===== config.mk =====
export PLATFORM = sky130hd
export DESIGN_NAME = rep_umul_sched_flat
export DESIGN_NICKNAME = d
export VERILOG_FILES = /design/src/rtl/rep_umul_sched_if.sv /design/src/rtl/rep_umul_sched.sv /design/src/flat_wrapper.sv
export SDC_FILE = /design/constraint.sdc
export NUM_CORES = 1
export LEC_CHECK = 0
export ABC_AREA = 1
export BUFFER_PORTS_ARGS = -buffer_cell sky130_fd_sc_hd__buf_4
export CAP_MARGIN = 10
export CORE_MARGIN = 8
export CORE_UTILIZATION = 45
export CTS_BUF_LIST = sky130_fd_sc_hd__clkbuf_8 sky130_fd_sc_hd__clkbuf_16
export DETAILED_ROUTE_END_ITERATION = 12
export PLACE_DENSITY = 0.72
export SYNTH_ARGS = -nofsm -noshare
export SYNTH_HDL_FRONTEND = slang
export SYNTH_SLANG_ARGS = --single-unit

===== constraint.sdc =====
create_clock -name iClk -period 2.9 [get_ports iClk]
set_input_delay 0.435 -clock iClk [delete_from_list [all_inputs] [get_ports iClk]]
set_output_delay 0.435 -clock iClk [all_outputs]
set_load 0.02 [all_outputs]

===== src/rtl/rep_umul_sched_if.sv =====
// Job, multiplier-control and result signals between rep_umul_sched and its environment.
// The iAbort signal exists only when REP_UMUL_SCHED_ABORT_EN is defined.
interface rep_umul_sched_if #(
   parameter int BITWIDTH = 8,
   parameter int NREQ     = 2,
   parameter int IDW      = 3
);
   logic [NREQ-1:0]          iReqVld;
   logic [NREQ*BITWIDTH-1:0] iReqA;
   logic [NREQ*BITWIDTH-1:0] iReqB;
   logic [NREQ-1:0]          oReqRdy;
   logic [BITWIDTH-1:0]      oA;
   logic [BITWIDTH-1:0]      oB;
   logic                     oLoadB;
   logic                     oEn;
   logic                     oClr;
   logic [BITWIDTH-1:0]      iMult;
   logic                     oRsltVld;
   logic [BITWIDTH-1:0]      oRslt;
   logic [IDW-1:0]           oRsltId;
   logic                     iRsltRdy;
   logic                     oBusy;
`ifdef REP_UMUL_SCHED_ABORT_EN
   logic                     iAbort;
`endif

   modport slave (
`ifdef REP_UMUL_SCHED_ABORT_EN
      input  iAbort,
`endif
      input  iReqVld, iReqA, iReqB, iMult, iRsltRdy,
      output oReqRdy, oA, oB, oLoadB, oEn, oClr, oRsltVld, oRslt, oRsltId, oBusy
   );

   modport master (
`ifdef REP_UMUL_SCHED_ABORT_EN
      output iAbort,
`endif
      output iReqVld, iReqA, iReqB, iMult, iRsltRdy,
      input  oReqRdy, oA, oB, oLoadB, oEn, oClr, oRsltVld, oRslt, oRsltId, oBusy
   );
endinterface


===== src/rtl/rep_umul_sched.sv =====
// Round-robin sharing of one rep_uMUL: grant, loadB, 2^BITWIDTH enable cycles, capture, clear (2^BITWIDTH+4 cycles/job).
// An unconsumed result blocks new grants only; REP_UMUL_SCHED_ABORT_EN adds iAbort to cut a job short in LOAD/RUN.
module rep_umul_sched #(
   parameter int BITWIDTH = 8,
   parameter int NREQ     = 2,
   parameter int IDW      = 3
) (
   input  logic            iClk,
   input  logic            iRstN,
   rep_umul_sched_if.slave sif
);
   typedef enum logic [2:0] {IDLE, LOAD, RUN, CAPT, CLEAR} state_e;

   state_e              state_q, state_d;
   logic [BITWIDTH-1:0] cnt_q, cnt_d;
   logic [IDW-1:0]      ptr_q, ptr_d;
   logic [IDW-1:0]      id_q, id_d;
   logic [BITWIDTH-1:0] a_q, a_d;
   logic [BITWIDTH-1:0] b_q, b_d;
   logic [BITWIDTH-1:0] rslt_q, rslt_d;
   logic [IDW-1:0]      rslt_id_q, rslt_id_d;
   logic                rslt_vld_q, rslt_vld_d;
   logic                load_b_q, load_b_d;
   logic                en_q, en_d;
   logic                clr_q, clr_d;

   logic                gnt_found;
   logic                grant;
   logic                abort;
   logic [IDW-1:0]      gnt_off;
   logic [IDW:0]        gnt_sum;
   logic [IDW-1:0]      gnt_idx;
   logic [2*NREQ-1:0]   rot;

`ifdef REP_UMUL_SCHED_ABORT_EN
   assign abort = sif.iAbort;
`else
   assign abort = 1'b0;
`endif

   // Rotate the doubled request vector so bit 0 is the pointer position, then pick the lowest set bit.
   always_comb begin
      gnt_found = 1'b0;
      gnt_off   = '0;
      rot       = {sif.iReqVld, sif.iReqVld} >> ptr_q;
      for (int k = 0; k < NREQ; k++) begin
         if (!gnt_found && rot[0]) begin
            gnt_found = 1'b1;
            gnt_off   = IDW'(k);
         end
         rot = rot >> 1;
      end
      gnt_sum = {1'b0, ptr_q} + {1'b0, gnt_off};
      if (gnt_sum >= (IDW+1)'(NREQ)) begin
         gnt_sum = gnt_sum - (IDW+1)'(NREQ);
      end
      gnt_idx = gnt_sum[IDW-1:0];
   end

   assign grant = (state_q == IDLE) && gnt_found && (!rslt_vld_q || sif.iRsltRdy);

   always_ff @(posedge iClk or negedge iRstN) begin
      if (!iRstN) begin
         state_q <= IDLE;
      end else begin
         state_q <= state_d;
      end
   end

   always_comb begin
      state_d = state_q;
      cnt_d   = cnt_q;
      unique case (state_q)
         IDLE:    if (grant) state_d = LOAD;
         LOAD: begin
            cnt_d   = '0;
            state_d = abort ? CLEAR : RUN;
         end
         RUN: begin
            cnt_d = cnt_q + 1'b1;
            if (abort)       state_d = CLEAR;
            else if (&cnt_q) state_d = CAPT;
         end
         CAPT:    state_d = CLEAR;
         CLEAR:   state_d = IDLE;
         default: state_d = IDLE;
      endcase
   end

   // Control pins decode the next state so they are registered and aligned with the state they belong to.
   always_comb begin
      a_d        = a_q;
      b_d        = b_q;
      id_d       = id_q;
      ptr_d      = ptr_q;
      rslt_d     = rslt_q;
      rslt_id_d  = rslt_id_q;
      rslt_vld_d = rslt_vld_q;
      if (grant) begin
         a_d   = BITWIDTH'(sif.iReqA >> (gnt_idx * BITWIDTH));
         b_d   = BITWIDTH'(sif.iReqB >> (gnt_idx * BITWIDTH));
         id_d  = gnt_idx;
         ptr_d = (gnt_idx == IDW'(NREQ - 1)) ? '0 : gnt_idx + 1'b1;
      end
      if (rslt_vld_q && sif.iRsltRdy) begin
         rslt_vld_d = 1'b0;
      end
      if (state_q == CAPT) begin
         rslt_d     = sif.iMult;
         rslt_id_d  = id_q;
         rslt_vld_d = 1'b1;
      end
      load_b_d = (state_d == LOAD);
      en_d     = (state_d == RUN);
      clr_d    = (state_d == CLEAR);
   end

   always_ff @(posedge iClk or negedge iRstN) begin
      if (!iRstN) begin
         cnt_q      <= '0;
         ptr_q      <= '0;
         id_q       <= '0;
         a_q        <= '0;
         b_q        <= '0;
         rslt_q     <= '0;
         rslt_id_q  <= '0;
         rslt_vld_q <= 1'b0;
         load_b_q   <= 1'b0;
         en_q       <= 1'b0;
         clr_q      <= 1'b0;
      end else begin
         cnt_q      <= cnt_d;
         ptr_q      <= ptr_d;
         id_q       <= id_d;
         a_q        <= a_d;
         b_q        <= b_d;
         rslt_q     <= rslt_d;
         rslt_id_q  <= rslt_id_d;
         rslt_vld_q <= rslt_vld_d;
         load_b_q   <= load_b_d;
         en_q       <= en_d;
         clr_q      <= clr_d;
      end
   end

   assign sif.oReqRdy  = (grant && iRstN) ? (NREQ'(1) << gnt_idx) : '0;
   assign sif.oA       = a_q;
   assign sif.oB       = b_q;
   assign sif.oLoadB   = load_b_q;
   assign sif.oEn      = en_q;
   assign sif.oClr     = clr_q;
   assign sif.oRsltVld = rslt_vld_q;
   assign sif.oRslt    = rslt_q;
   assign sif.oRsltId  = rslt_id_q;
   assign sif.oBusy    = (state_q != IDLE);
endmodule


===== src/flat_wrapper.sv =====
// flat-port wrapper written by rule: the top's interface ports become plain ports
module rep_umul_sched_flat 
#(
   parameter int BITWIDTH = 8,
   parameter int NREQ     = 2,
   parameter int IDW      = 3
)
  (iClk, iRstN, sif_iReqVld, sif_iReqA, sif_iReqB, sif_iMult, sif_iRsltRdy, sif_oReqRdy, sif_oA, sif_oB, sif_oLoadB, sif_oEn, sif_oClr, sif_oRsltVld, sif_oRslt, sif_oRsltId, sif_oBusy);
  rep_umul_sched_if #(.BITWIDTH(BITWIDTH), .NREQ(NREQ), .IDW(IDW)) sif_i ();
  input  logic iClk;
  input  logic iRstN;
  input wire logic [$bits(sif_i.iReqVld)-1:0] sif_iReqVld;
  input wire logic [$bits(sif_i.iReqA)-1:0] sif_iReqA;
  input wire logic [$bits(sif_i.iReqB)-1:0] sif_iReqB;
  input wire logic [$bits(sif_i.iMult)-1:0] sif_iMult;
  input wire logic [$bits(sif_i.iRsltRdy)-1:0] sif_iRsltRdy;
  output wire logic [$bits(sif_i.oReqRdy)-1:0] sif_oReqRdy;
  output wire logic [$bits(sif_i.oA)-1:0] sif_oA;
  output wire logic [$bits(sif_i.oB)-1:0] sif_oB;
  output wire logic [$bits(sif_i.oLoadB)-1:0] sif_oLoadB;
  output wire logic [$bits(sif_i.oEn)-1:0] sif_oEn;
  output wire logic [$bits(sif_i.oClr)-1:0] sif_oClr;
  output wire logic [$bits(sif_i.oRsltVld)-1:0] sif_oRsltVld;
  output wire logic [$bits(sif_i.oRslt)-1:0] sif_oRslt;
  output wire logic [$bits(sif_i.oRsltId)-1:0] sif_oRsltId;
  output wire logic [$bits(sif_i.oBusy)-1:0] sif_oBusy;
  assign sif_i.iReqVld = sif_iReqVld;
  assign sif_i.iReqA = sif_iReqA;
  assign sif_i.iReqB = sif_iReqB;
  assign sif_i.iMult = sif_iMult;
  assign sif_i.iRsltRdy = sif_iRsltRdy;
  assign sif_oReqRdy = sif_i.oReqRdy;
  assign sif_oA = sif_i.oA;
  assign sif_oB = sif_i.oB;
  assign sif_oLoadB = sif_i.oLoadB;
  assign sif_oEn = sif_i.oEn;
  assign sif_oClr = sif_i.oClr;
  assign sif_oRsltVld = sif_i.oRsltVld;
  assign sif_oRslt = sif_i.oRslt;
  assign sif_oRsltId = sif_i.oRsltId;
  assign sif_oBusy = sif_i.oBusy;
  rep_umul_sched #(.BITWIDTH(BITWIDTH), .NREQ(NREQ), .IDW(IDW)) u_core (.iClk(iClk), .iRstN(iRstN), .sif(sif_i));
endmodule

After elaboration in Yosys (flattened, before gate mapping) --
Cells that the tools add are included.
Storage, ports and cells: logic and storage cells 53, register bits 48, output and inout port bits 34, bits of input ports 45
Operators by class: shift-type cells 4, $lt $le $gt $ge 1, eq/ne operators 7, mux-type cells 12, $add $sub $neg 4, reductions and logical operators 13
Operators by type and width (count):
- $shr 16x6->8 | 2
- $pmux 8 s2 | 1
- $mux 3 | 4
- $pmux 3 s4 | 1
- $eq 3x1->1 const B | 3
- $eq 3x2->1 const B | 3
- $add 8x1->8 const B | 1
- $reduce_and 8->1 | 1
- $logic_and 1x1->1 | 5
- $mux 1 | 5
- $add 3x1->4 | 1
- $ge 4x2->1 const B | 1
- $reduce_bool 2->1 | 2
- $shr 4x3->2 | 1
- $add 3x1->3 const B | 1
- $eq 3x3->1 const B | 1
- $logic_not 3->1 | 1
- $reduce_bool 3->1 | 1
- $shl 1x3->2 const A | 1
- $sub 3x2->3 const B | 1
- $logic_not 1->1 | 2
- $mux 2 | 1
- $logic_or 1x1->1 | 1

Longest topological paths before layout --
Gate-level depths: netlist of the first run.
word-level depth 10, mapped depth 15, depth with buffers taken out 15

Least setup slack after synthesis of the first run --
OpenSTA, ideal clock, no wires.
path kind input-to-output, start point input sif_iReqVld[1], end point output sif_oReqRdy[1], slack 0.554 ns, cell stages on the path 13, arrival 1.911 ns, buffers on the path 1, path through nor2_1 nor2_1 nand2_1 a31oi_1 ha_1 ha_1 inv_1 nand2_2 nand2_2 o21a_1 buf_6 nand2_1 nor3_2
Between the ends: word-level cells in the longest chain between the ends 10
RTL lines:
- start: declaration | RTL line flat_wrapper.sv:12 | input wire logic [$bits(sif_i.iReqVld)-1:0] sif_iReqVld;
- $shr 4x3->2 * | RTL line rep_umul_sched.sv:45 | rot = {sif.iReqVld, sif.iReqVld} >> ptr_q;
- $mux 1 | RTL line rep_umul_sched.sv:47 | if (!gnt_found && rot[0]) begin
- $logic_not 1->1 | RTL line rep_umul_sched.sv:47
- $logic_and 1x1->1 | RTL line rep_umul_sched.sv:47
- $mux 1 | RTL line rep_umul_sched.sv:47
- $add 3x1->4 | RTL line rep_umul_sched.sv:53 | gnt_sum = {1'b0, ptr_q} + {1'b0, gnt_off};
- $ge 4x2->1 / $sub 3x2->3 (equally long branches) | RTL line rep_umul_sched.sv:54, rep_umul_sched.sv:55
- $mux 3 | RTL line rep_umul_sched.sv:54 | if (gnt_sum >= (IDW+1)'(NREQ)) begin
- $shl 1x3->2 | RTL line rep_umul_sched.sv:146 | assign sif.oReqRdy = (grant && iRstN) ? (NREQ'(1) << gnt_idx) : '0;
- $mux 2 * | RTL line rep_umul_sched.sv:146
- end: declaration | RTL line flat_wrapper.sv:17 | output wire logic [$bits(sif_i.oReqRdy)-1:0] sif_oReqRdy;
Every way passes the cells marked *; elsewhere a longest branch is shown, timed or not.

Final worst setup path of the first run --
start point register u_core.ptr_q[1], end point output sif_oReqRdy[0]
Between the ends: word-level cells in the longest chain between the ends 10
RTL lines:
- start: declaration | RTL line rep_umul_sched.sv:16 | logic [IDW-1:0] ptr_q, ptr_d;
- start signal: assignment | RTL line rep_umul_sched.sv:133 | ptr_q <= ptr_d;
- $shr 4x3->2 | RTL line rep_umul_sched.sv:45
- $mux 1 | RTL line rep_umul_sched.sv:47
- $logic_not 1->1 | RTL line rep_umul_sched.sv:47
- $logic_and 1x1->1 | RTL line rep_umul_sched.sv:47
- $mux 1 | RTL line rep_umul_sched.sv:47
- $add 3x1->4 | RTL line rep_umul_sched.sv:53
- $ge 4x2->1 / $sub 3x2->3 (equally long branches) | RTL line rep_umul_sched.sv:54, rep_umul_sched.sv:55
- $mux 3 | RTL line rep_umul_sched.sv:54
- $shl 1x3->2 | RTL line rep_umul_sched.sv:146
- $mux 2 * | RTL line rep_umul_sched.sv:146
Marked as above.

==> results.rst, run 1 <==
.. list-table::
   :header-rows: 1

   * - Metric
     - Value
   * - Time the final worst path needs with I/O delays and setup
     - 2680 ps
   * - Final-report setup violation count
     - 0
   * - Number of hold-repair buffers added at the cts stage
     - 0
   * - Placer's final routability congestion estimate
     - 0.853
   * - TritonCTS buffer count
     - 5
   * - Arrival time of data at the critical path endpoint
     - 2250 ps
   * - Clock latency of the later-clocked register in the worst-skew pair
     - 300 ps
   * - Yosys cell types
     - 25
   * - Worst-case vdd ir drop
     - 0.168 mV
   * - CP dominant cell by count
     - nand2_1
   * - Via density per instance
     - 4.70
   * - Antenna Cells
     - 0
   * - Final count of pins violating max slew
     - 0
   * - Final net count
     - 444
   * - Max Clock Freq
     - 373 MHz
   * - Number of filler instances in the final layout
     - 499
   * - Period Utilization, post-route
     - 92.5%
   * - Part of the total power dissipated in the clock network
     - 35.1%
   * - Number of cells in the finished layout apart from fillers
     - 469
   * - Cell type group with the largest total delay on the critical path
     - simple AND/OR/NAND/NOR gates
   * - Die width
     - 90.1 um
   * - Portion of the post-synthesis area used by sequential elements
     - 48.6%
   * - Count of port buffers added during placement
     - 78
   * - Largest fanout on the critical path
     - 4
   * - Average instance area after synthesis
     - 7.80 um^2
   * - Synth top area cells
     - dfrtp_1, nand2_1, nand3_2, inv_1, nand2_2
   * - Average wire per cell in the routed design
     - 12.7 um
   * - Vias after detailed routing
     - 2206
   * - Placed insts
     - 461
   * - Overall power
     - 0.00114 W
   * - Num ports
     - 79
   * - Fin. Hold Viols
     - 0
   * - Total core area
     - 5410 um^2
   * - Residual overflow from global routing
     - 0
   * - TritonCTS clock tree
     - built
   * - Cell-internal power
     - 0.000899 W
   * - Proportion of layout cells with a drive suffix above 1
     - 30.5%
   * - Num rows
     - 27
   * - Synthesized net count
     - 365
   * - Number of warnings printed during yosys synthesis
     - 0
   * - Mapped Area
     - 2470 um^2
   * - Synth-to-layout area growth
     - 28.8%
   * - Mux cell area share after synthesis
     - 0%
   * - Xor/xnor share of the synthesized area
     - 0%
   * - Dominant combinational cell family by area after synthesis
     - simple AND/OR/NAND/NOR gates
   * - Initial core utilization
     - 45.8%
   * - Multi-input gate area
     - 1080 um^2
   * - Simple logic cell fraction of the synthesized area
     - 37.5%
   * - Cell at the root of the clock tree
     - clkbuf_8
   * - Worst Hold Class
     - input pin to async pin
   * - Number of design-rule violations left by the first detailed-router iteration
     - 131
   * - Sum of routed wire length over all layers
     - 5950 um
   * - Required time reported for the critical path endpoint
     - 2470 ps
   * - Router iterations before antenna repair
     - 4
   * - Share of synthesized cell area in full adder, half adder and majority cells
     - 1.52%
   * - Max capacitance violation total
     - 0
   * - Setup clock skew after layout
     - 9.87 ps
   * - Kind of critical path
     - flip-flop to output port
   * - HPWL reported at the end of detailed placement
     - 4370 um
   * - Cells after Synth
     - 317
   * - Number of post-CTS setup repair buffers
     - 0
   * - Sequential Power Share
     - 58.6%
   * - Instance area at placement
     - 3100 um^2
   * - Cell leakage power
     - 1.76 nW
   * - Result of the run
     - complete, no violations
   * - Number of buffers and inverters on the critical path
     - 2
   * - Largest stage delay, worst path
     - 410 ps
   * - Proportion of netlist area held by the largest area contributor
     - 48.6%
   * - Gate power share
     - 6.4%
   * - Maximum buffer depth of the clock tree
     - 2
   * - Measured slew at the worst slew-check pin
     - 588 ps
   * - Maximum number of pins on one net before global-route repair
     - 49
   * - Switching component of the power
     - 0.000242 W
   * - Wire length of the first global-routing pass
     - 10200 um
   * - Quantity of gates resized following cts
     - 0
   * - CTS clk-pin slew, worst paths
     - 90 ps
   * - Sw Ratio
     - 21.2%
   * - Post-synthesis cell type with the largest combined area
     - dfrtp_1
   * - Die boundary height
     - 90.1 um
   * - Antenna violations before repair
     - 0
   * - Nature of the critical path startpoint
     - flip-flop
   * - Combined global-route utilization of all metal layers
     - 15.2%
   * - Remaining routing DRC violations
     - 0
   * - Compound-Gate Fraction of Synth Area
     - 4.45%
   * - Number of global-route vias before repair
     - 2214
   * - H-tree levels
     - 2
   * - Cell area after layout
     - 3190 um^2
   * - Kind of capture point of the worst setup path
     - output port
   * - Synthesized flop and latch total
     - 48
   * - Post-layout util
     - 59.0%
   * - Accumulated negative setup slack
     - 0 ps
   * - Library cell contributing the largest single delay on the critical path
     - dfrtp_1
   * - Die outline area
     - 8130 um^2
   * - Total area of sequential cells
     - 1200 um^2
   * - Cell breakdown of the critical path
     - inv_1, nand2_1, nand2_1, nand2_1, a31oi_1, ha_1, ha_1, nand2_1, nand2_2, o21a_1, nand2_1, nor3_2, buf_4
   * - Power Density
     - 358 nW/um^2
   * - RSZ-0062 raised after global routing
     - false
   * - Routed Antenna Nets
     - 0
   * - TritonCTS Sinks
     - 48
   * - Relative max-transition margin
     - 60.8%
-- Yosys cell counts, drive strengths merged --
master	count
o211ai	1
nor2	11
o21a	1
inv	27
a21oi	4
ha	3
nand4	2
dfrtp	48
nand2	165
nor3	4
buf	8
o21ai	13
clkbuf	3
nand3	25
a31oi	1
clkinv	1
-- power groups by stage --
stage | clock, W | combinational, W | sequential, W
floorplan | 0 | 0.0000128 | 0.000682
global placement | 0 | 0.0000728 | 0.000682
detailed placement | 0 | 0.0000739 | 0.000682
CTS | 0.000411 | 0.0000743 | 0.000669
global route | 0.000448 | 0.0000816 | 0.000669
finish | 0.000400 | 0.0000728 | 0.000669
-- kinds of logic (layout without fill, tap and decap cells) --
logic type / count (synthesis) / in the layout
and+or+nand+nor: 207 / 207
DFF: 48 / 48
buffers and inverters: 39 / 119
AOI/OAI and AO/OA: 20 / 20
adders and majority gates: 3 / 3
-- cell usage in the layout, fill, tap and decap left out --
cell type  instances
nand4_1            2
o21a_1             1
a21oi_1            3
a21oi_2            1
dfrtp_1           47
inv_2              2
o21ai_0           12
nand3_1           13
nor2_1            11
buf_4             83
nand3_2           12
nor3_2             2
clkinv_1           1
ha_1               3
nor3_1             2
dfrtp_2            1
inv_1             27
nand2_2           13
o21ai_1            1
clkbuf_8           6
nand2_1          151
o211ai_1           1
a31oi_1            1
nand2_4            1
-- flip-flops by register name, summed over array words and instances (netlist names) --
| register | cells |
|---|---|
| u_core.sif.oClr | 1 |
| u_core.sif.oLoadB | 1 |
| u_core.ptr_q | 3 |
| u_core.sif.oRslt | 8 |
| u_core.sif.oA | 8 |
| u_core.sif.oRsltVld | 1 |
| u_core.state_q | 3 |
| u_core.sif.oEn | 1 |
| u_core.sif.oRsltId | 3 |
| u_core.id_q | 3 |
| u_core.sif.oB | 8 |
| u_core.cnt_q | 8 |
-- path summary, 6_finish.rpt --
kind	start	end	slack, ps	cells after the start
setup / recovery	u_core.ptr_q[1]	sif_oReqRdy[0]	220	13
hold / removal	iRstN	u_core.ptr_q[2]	230	2
setup reg to reg	u_core.ptr_q[1]	u_core.sif.oA[3]	780	13
hold reg to reg	u_core.id_q[0]	u_core.sif.oRsltId[0]	480	2
max in group asynchronous	iRstN	u_core.ptr_q[0]	2240	2
min in group iClk	sif_iMult[2]	u_core.sif.oRslt[2]	330	3
-- layer usage --
metal  up-vias  part of all wire (%)  GRT usage (%)
li1       1135                     -              -
met2        75                    44           22.8
met5         -                     0              0
met4         0                   1.0           4.58
met3         6                   8.3           6.73
met1       990                    47           19.0
-- metrics by stage --
| step | hold WS [ps] | worst slack, ps |
|---|---|---|
| after global routing | 268 | 9.14 |
| after CTS | 251 | 202 |
| after global placement | 454 | 469 |
| after floorplan | 139 | 554 |
| final | 234 | 218 |
| after detailed placement | 458 | 442 |
-- cell type report --
cell class / count / share of cell area, %
Inverter: 28 / 3.30
Timing Repair Buffer: 83 / 19.6
Clock buffer: 6 / 2.59
Tap cell: 72 / 2.83
Clock inverter: 2 / 0.236
Sequential cell: 48 / 37.7
Multi-Input combinational cell: 230 / 33.8
Note: power is estimated with default switching activity, not from simulation.
==> run 2: changes to the inputs <==
Settings changed: ABC_AREA 1 to default, PLACE_DENSITY 0.72 to 0.73.
==> run 2 against run 1 <==
  * Sequential power is 69% higher
  * Clock-buffer cell count grew 1
  * Area after synthesis shrank 6.7%
  * First-iteration DRC count fell by 48%
  * Power grew to 2.9 times the previous value
  * Register-to-register slack worse by 100 ps
  * Non-clock buffer count is 2 higher
  * Critical endpoint unchanged
  * Largest cell class unchanged
==> results.rst, run 2 <==
.. list-table::
   :header-rows: 1

   * - Metric
     - Value
   * - Post-synthesis cell type with the largest combined area
     - dfrtp_1
   * - TritonCTS clock tree
     - built
   * - Accumulated negative setup slack
     - 0 ps (unchanged)
   * - Max capacitance violation total
     - 0 (unchanged)
   * - Final-report setup violation count
     - 0 (unchanged)
   * - Period Utilization, post-route
     - 86.4% (-6.1 points)
   * - TritonCTS buffer count
     - 5 (unchanged)
   * - Wire length of the first global-routing pass
     - 8900 um (-13%)
   * - Number of global-route vias before repair
     - 1845 (-17%)
   * - Largest fanout on the critical path
     - 14 (+10)
   * - Most frequent cell after synthesis
     - dfrtp_1
   * - Met2 track demand over resource in global routing
     - 25.5% (+2.7 points)
   * - Cell leakage power
     - 1.51 nW (-14%)
   * - Placer's final routability congestion estimate
     - 0.831 (-2.7%)
   * - Final net count
     - 320 (-28%)
   * - Cell area after layout
     - 3100 um^2 (-2.7%)
   * - Vias after detailed routing
     - 1716 (-22%)
   * - Start of the worst register-to-register path
     - u_core.state_q[0]
   * - Antenna violations before repair
     - 0 (unchanged)
   * - Synthesized net count
     - 238 (-35%)
   * - Setup clock skew after layout
     - 4.87 ps (-4.99 ps)
   * - Synth top area cells
     - dfrtp_1, mux2_2, mux2i_1, nor2_1, ha_1
   * - Library cell contributing the largest single delay on the critical path
     - dfrtp_1
   * - Met3 usage in global routing
     - 4.60% (-2.1 points)
   * - Largest stage delay, worst path
     - 530 ps (+120 ps)
   * - Arrival time of data at the critical path endpoint
     - 2070 ps (-180 ps)
   * - Number of buffers and inverters on the critical path
     - 1 (-1)
   * - Die boundary height
     - 87.6 um (-2.8%)
   * - Routed Antenna Nets
     - 0 (unchanged)
   * - Kind of critical path
     - flip-flop to output port
   * - Via density per instance
     - 5.00 (+6.4%)
   * - Cells after Synth
     - 190 (-40%)
   * - Average instance area after synthesis
     - 12.1 um^2 (+56%)
   * - H-tree levels
     - 2 (unchanged)
   * - TritonCTS Sinks
     - 48 (unchanged)
   * - Combined global-route utilization of all metal layers
     - 14.7% (-0.46 points)
   * - HP Start
     - sif_iMult[3]
   * - Layer with the highest usage
     - met2
   * - Remaining routing DRC violations
     - 0 (unchanged)
   * - Proportion of netlist area held by the largest area contributor
     - 52.0% (+3.5 points)
   * - Number of warnings printed during yosys synthesis
     - 0 (unchanged)
   * - Yosys cell types
     - 41 (+64%)
   * - Relative max-transition margin
     - 62.1% (+1.3 points)
   * - Measured slew at the worst slew-check pin
     - 569 ps (-19.6 ps)
   * - Cell type group with the largest total delay on the critical path
     - simple AND/OR/NAND/NOR gates
   * - Result of the run
     - complete, no violations
   * - Worst Hold Class
     - input pin to flip-flop
   * - Met1 GRT Util
     - 16.7% (-2.3 points)
   * - Average wire per cell in the routed design
     - 15.3 um (+20%)
   * - Proportion of layout cells with a drive suffix above 1
     - 46.9% (+16 points)
   * - Worst setup startpoint
     - u_core.state_q[0]
   * - Kind of capture point of the worst setup path
     - output port
   * - Number of design-rule violations left by the first detailed-router iteration
     - 68 (-48%)
   * - Number of post-CTS setup repair buffers
     - 0 (unchanged)
   * - Synthesized flop and latch total
     - 48 (unchanged)
   * - Count of port buffers added during placement
     - 78 (unchanged)
   * - CTS clk-pin slew, worst paths
     - 80 ps (about the same)
   * - Total core area
     - 5040 um^2 (-6.7%)
   * - Mapped Area
     - 2310 um^2 (-6.7%)
   * - Cell breakdown of the critical path
     - or3_4, a2111oi_4, and4bb_2, buf_4
   * - Residual overflow from global routing
     - 0 (unchanged)
   * - Clock latency of the later-clocked register in the worst-skew pair
     - 300 ps (about the same)
   * - Worst-case vdd ir drop
     - 0.510 mV (+200%)
   * - Required time reported for the critical path endpoint
     - 2470 ps (about the same)
   * - Commonest cells after routing, fill and taps aside
     - buf_4, dfrtp_1, mux2_2
   * - Instance area at placement
     - 2970 um^2 (-4.2%)
   * - Most instantiated cells after synthesis
     - dfrtp_1, mux2_2, mux2i_1
   * - Maximum buffer depth of the clock tree
     - 2 (unchanged)
   * - Die width
     - 87.6 um (-2.8%)
   * - Portion of the post-synthesis area used by sequential elements
     - 52.0% (+3.5 points)
   * - Power Density
     - 1070 nW/um^2 (+200%)
   * - Num rows
     - 26 (-3.7%)
   * - Sum of routed wire length over all layers
     - 5230 um (-12%)
   * - Final count of pins violating max slew
     - 0 (unchanged)
   * - Die outline area
     - 7680 um^2 (-5.5%)
   * - Fin. Hold Viols
     - 0 (unchanged)
   * - RSZ-0062 raised after global routing
     - false
   * - HPWL reported at the end of detailed placement
     - 3960 um (-9.3%)
   * - Nature of the critical path startpoint
     - flip-flop
   * - Time the final worst path needs with I/O delays and setup
     - 2500 ps (-178 ps)
   * - Max Clock Freq
     - 399 MHz (+7.1%)
   * - Most instantiated flip-flop cell in the synthesis netlist
     - dfrtp_1
   * - Num ports
     - 79 (unchanged)
   * - Synth-to-layout area growth
     - 34.4%
   * - Maximum number of pins on one net before global-route repair
     - 48 (-2.0%)
   * - Cell at the root of the clock tree
     - clkbuf_8
   * - Most common cell after layout, fill and taps aside
     - buf_4
   * - Async S/R FF share, synth
     - 100% (unchanged)
   * - Router iterations before antenna repair
     - 4 (unchanged)
   * - Antenna Cells
     - 0 (unchanged)
   * - Initial core utilization
     - 45.8% (about the same)
   * - Count of flip-flops with a built-in enable after synthesis
     - 0 (unchanged)
[run 2: per-layer routing]
layer / up-vias / wire, um
li1: 833 / -
met1: 830 / 2170
met2: 42 / 2740
met3: 11 / 238
met4: 0 / 86
met5: - / 0
[run 2: final cells by class]
| class | instances | area [um^2] |
|---|---|---|
| Tap cell | 70 | 87.6 |
| Inverter | 5 | 18.8 |
| Multi-Input combinational cell | 127 | 1030 |
| Timing Repair Buffer | 85 | 641 |
| Clock inverter | 1 | 30.0 |
| Fill cell | 430 | 1940 |
| Sequential cell | 48 | 1200 |
| Clock buffer | 7 | 96.3 |
[run 2: timing repair]
item,CTS,global route
gates resized for setup,0,0
hold endpoints to repair,1,0
hold buffers,1,0
[run 2: where the power goes]
group | internal (W) | switching, W | total (W) | leakage [nW]
combinational | 0.000855 | 0.000820 | 0.00168 | 0.850
clock | 0.000304 | 0.000214 | 0.000518 | 0.0645
sequential | 0.000936 | 0.000190 | 0.00113 | 0.600
[run 2: cell families after synthesis]
group	after synthesis	share of synthesized area, %
adders and majority gates	3	1.63
AOI/OAI and AO/OA	20	6.88
buffers and inverters	15	3.47
xor gates and xnor gates	1	0.379
and+or+nand+nor	51	11.5
muxes	52	24.1
DFF	48	52.0
[run 2: final timing paths]
check / endpoint / slack, ps / cells after the start
setup / recovery: sif_oReqRdy[0] / 400 / 4
hold / removal: u_core.sif.oRslt[3] / 370 / 2
max in group asynchronous: u_core.sif.oRsltVld / 1690 / 3
min in group asynchronous: u_core.sif.oLoadB / 470 / 2
setup reg to reg: u_core.sif.oB[2] / 680 / 4
hold reg to reg: u_core.sif.oB[4] / 490 / 1
[run 2: metrics by stage]
step           power (W)  worst slack (ps)  utilization [%]  hold WS, ps  std cells
6_report         0.00332               395             61.5          365        343
5_1_grt          0.00355               272             61.5          346        343
4_1_cts          0.00337               382             61.5          357        343
3_5_place_dp     0.00284               686             58.8          242        334
3_3_place_gp     0.00280               739             58.8          242        334
2_1_floorplan    0.00225               541                -          139        190
==> run 3: changes to the inputs <==
Settings changed: BUFFER_PORTS_ARGS -buffer_cell sky130_fd_sc_hd__buf_4 to default, CORE_UTILIZATION 45 to 50, DONT_BUFFER_PORTS from default to 1, PLACE_DENSITY 0.73 to default.
==> run 3 against run 2 <==
  * Worst setup slack got worse by 26 ps
  * Via count decreased by 16%
  * First-iteration DRC count decreased by 12%
  * Register-to-register slack got worse by 80 ps
  * Final cell count decreased by 29%
  * Clock-buffer cell count decreased by 2
  * Largest cell class unchanged
  * Clock power increased by 10%
  * Critical path type unchanged
  * Maximum frequency decreased by 1.0%
  * Utilization decreased by 4.7 points
  * Sequential power increased by 26%
  * Critical endpoint is now sif_oReqRdy[1]
  * Largest power group is now sequential cells
==> results.rst, run 3 (synthesized netlist as in run 2, its figures left out) <==
.. list-table::
   :header-rows: 1

   * - Metric
     - Value
   * - Clock latency of the later-clocked register in the worst-skew pair
     - 300 ps (about the same)
   * - Largest fanout on the critical path
     - 14 (unchanged)
   * - Remaining routing DRC violations
     - 0 (unchanged)
   * - HPWL reported at the end of detailed placement
     - 3540 um (-11%)
   * - Kind of capture point of the worst setup path
     - output port
   * - Commonest cells after routing, fill and taps aside
     - dfrtp_1, mux2_2, mux2i_1
   * - Nature of the critical path startpoint
     - flip-flop
   * - Max Clock Freq
     - 395 MHz (-1.0%)
   * - Residual overflow from global routing
     - 0 (unchanged)
   * - Die width
     - 83.9 um (-4.2%)
   * - H-tree levels
     - 2 (unchanged)
   * - Switching component of the power
     - 0.00119 W (-2.7%)
   * - Final net count
     - 240 (-25%)
   * - Number of design-rule violations left by the first detailed-router iteration
     - 60 (-12%)
   * - Power Density
     - 1200 nW/um^2 (+12%)
   * - Maximum number of pins on one net before global-route repair
     - 49 (+2.1%)
   * - Wire length of the first global-routing pass
     - 7880 um (-11%)
   * - Largest stage delay, worst path
     - 530 ps (about the same)
   * - Max capacitance violation total
     - 0 (unchanged)
   * - Die outline area
     - 7050 um^2 (-8.2%)
   * - Number of buffers and inverters on the critical path
     - 0 (-1)
   * - Arrival time of data at the critical path endpoint
     - 2100 ps (+30 ps)
   * - Number of post-CTS setup repair buffers
     - 0 (unchanged)
   * - Total area of sequential cells
     - 1200 um^2 (unchanged)
   * - TritonCTS Sinks
     - 48 (unchanged)
   * - Result of the run
     - complete, no violations
   * - Maximum buffer depth of the clock tree
     - 2 (unchanged)
   * - Worst-case vdd ir drop
     - 0.506 mV (-0.81%)
   * - Final-report setup violation count
     - 0 (unchanged)
   * - Time the final worst path needs with I/O delays and setup
     - 2530 ps (+25.8 ps)
   * - Quantity of gates resized following cts
     - 0 (unchanged)
   * - TritonCTS buffer count
     - 5 (unchanged)
   * - Gate power share
     - 33.8% (-17 points)
   * - Worst Hold Class
     - input pin to flip-flop
   * - Sw Ratio
     - 39.6% (+2.7 points)
   * - Num rows
     - 24 (-7.7%)
   * - Instance area at placement
     - 2330 um^2 (-21%)
   * - Cell at the root of the clock tree
     - clkbuf_8
   * - Fin. Hold Viols
     - 0 (unchanged)
   * - Kind of critical path
     - flip-flop to output port
   * - Number of filler instances in the final layout
     - 380 (-12%)
   * - Average wire per cell in the routed design
     - 19.8 um (+30%)
   * - Most common cell after layout, fill and taps aside
     - dfrtp_1
   * - Cell-internal power
     - 0.00182 W (-13%)
   * - Sequential Power Share
     - 47.2% (+13 points)
   * - Placer's final routability congestion estimate
     - 0.809 (-2.6%)
   * - Vias after detailed routing
     - 1444 (-16%)
   * - Antenna violations before repair
     - 0 (unchanged)
   * - Proportion of layout cells with a drive suffix above 1
     - 24.9% (-22 points)
   * - Total core area
     - 4410 um^2 (-12%)
   * - Library cell contributing the largest single delay on the critical path
     - dfrtp_1
   * - Required time reported for the critical path endpoint
     - 2470 ps (about the same)
   * - Num ports
     - 79 (unchanged)
   * - Relative max-transition margin
     - 40.7% (-21 points)
   * - Cell type group with the largest total delay on the critical path
     - simple AND/OR/NAND/NOR gates
   * - Antenna Cells
     - 0 (unchanged)
   * - RSZ-0062 raised after global routing
     - false
   * - TritonCTS clock tree
     - built
   * - Sum of routed wire length over all layers
     - 4840 um (-7.5%)
   * - Synth-to-layout area growth
     - 8.73%
   * - Cell leakage power
     - 1.14 nW (-25%)
   * - Cell area after layout
     - 2510 um^2 (-19%)
   * - Final count of pins violating max slew
     - 0 (unchanged)
   * - Measured slew at the worst slew-check pin
     - 889 ps (+320 ps)
   * - Period Utilization, post-route
     - 87.3% (+0.89 points)
   * - Initial core utilization
     - 52.3% (+6.5 points)
   * - Number of global-route vias before repair
     - 1507 (-18%)
   * - Setup clock skew after layout
     - 3.68 ps (-1.19 ps)
   * - Part of the total power dissipated in the clock network
     - 19.0% (+3.4 points)
   * - Routed Antenna Nets
     - 0 (unchanged)
   * - Cell breakdown of the critical path
     - or3_4, a2111oi_4, and4b_1
   * - Die boundary height
     - 83.9 um (-4.2%)
   * - Combined global-route utilization of all metal layers
     - 13.6% (-1.1 points)
   * - Router iterations before antenna repair
     - 4 (unchanged)
   * - Multi-input gate area
     - 1030 um^2 (unchanged)
   * - Via density per instance
     - 5.89 (+18%)
   * - Accumulated negative setup slack
     - 0 ps (unchanged)
   * - CTS clk-pin slew, worst paths
     - 90 ps (about the same)
   * - Count of port buffers added during placement
     - 0 (-100%)
==> run 3: changes by cell type in the layout (fill, tap and decap cells not counted) <==
cell | previous run | this run
buf_4 | 84 | 3
bufinv_16 | 1 | 2
buf_16 | 0 | 1
inv_6 | 0 | 1
clkbuf_8 | 7 | 5
==> run 3: worst paths after layout <==
kind | from | endpoint | slack, ps | cells after the start
worst max-delay path | u_core.state_q[0] | sif_oReqRdy[1] | 370 | 3
min in group asynchronous | iRstN | u_core.sif.oB[5] | 650 | 2
max in group asynchronous | iRstN | u_core.cnt_q[3] | 2040 | 2
worst max register to register | u_core.state_q[0] | u_core.sif.oA[1] | 600 | 4
worst min-delay path | sif_iMult[5] | u_core.sif.oRslt[5] | 280 | 1
worst min register to register | u_core.cnt_q[6] | u_core.cnt_q[6] | 500 | 1
==> run 3: final cells by class <==
type	count	area share [%]
Timing Repair Buffer	5	2.39
Clock inverter	3	2.74
Clock buffer	5	2.74
Sequential cell	48	47.9
Multi-Input combinational cell	127	40.9
Tap cell	52	2.59
Inverter	5	0.748
==> run 3: per-layer routing <==
layer	up-vias	track usage, %	wire length [um]	part of all wire (%)
li1	677	-	-	-
met1	721	14.4	1870	39
met2	42	23.6	2550	53
met3	4	6.25	382	7.9
met4	0	3.77	37	0.76
met5	-	0	0	0
==> run 3: worst register-to-register path: stages (launching register included) <==
cell	delay, ps
dfrtp_1	530
or3_4	500
a2111oi_4	400
buf_4	370
mux2_2	390
==> run 3: power groups by stage <==
stage	clock, W	sequential [W]	combinational (W)
2_1_floorplan	0	0.00133	0.000921
5_1_grt	0.000611	0.00146	0.00112
4_1_cts	0.000590	0.00143	0.00103
3_3_place_gp	0	0.00143	0.000953
3_5_place_dp	0	0.00144	0.00101
6_report	0.000572	0.00142	0.00102
==> run 3: repair_timing <==
action	CTS	global route
hold buffers	2	0
endpoints found under the hold margin	48	0
endpoints found under the setup margin	0	0
==> run 3: per-stage QoR <==
| stage | hold slack, ps | instances | setup slack [ps] | utilization, % | total power, W |
|---|---|---|---|---|---|
| after floorplan | 139 | 190 | 541 | - | 0.00225 |
| after global placement | 141 | 235 | 718 | 52.9 | 0.00239 |
| after detailed placement | 141 | 235 | 621 | 52.9 | 0.00245 |
| after CTS | 268 | 245 | 367 | 56.9 | 0.00305 |
| after global routing | 262 | 245 | 305 | 56.9 | 0.00319 |
| final | 282 | 245 | 369 | 56.9 | 0.00301 |
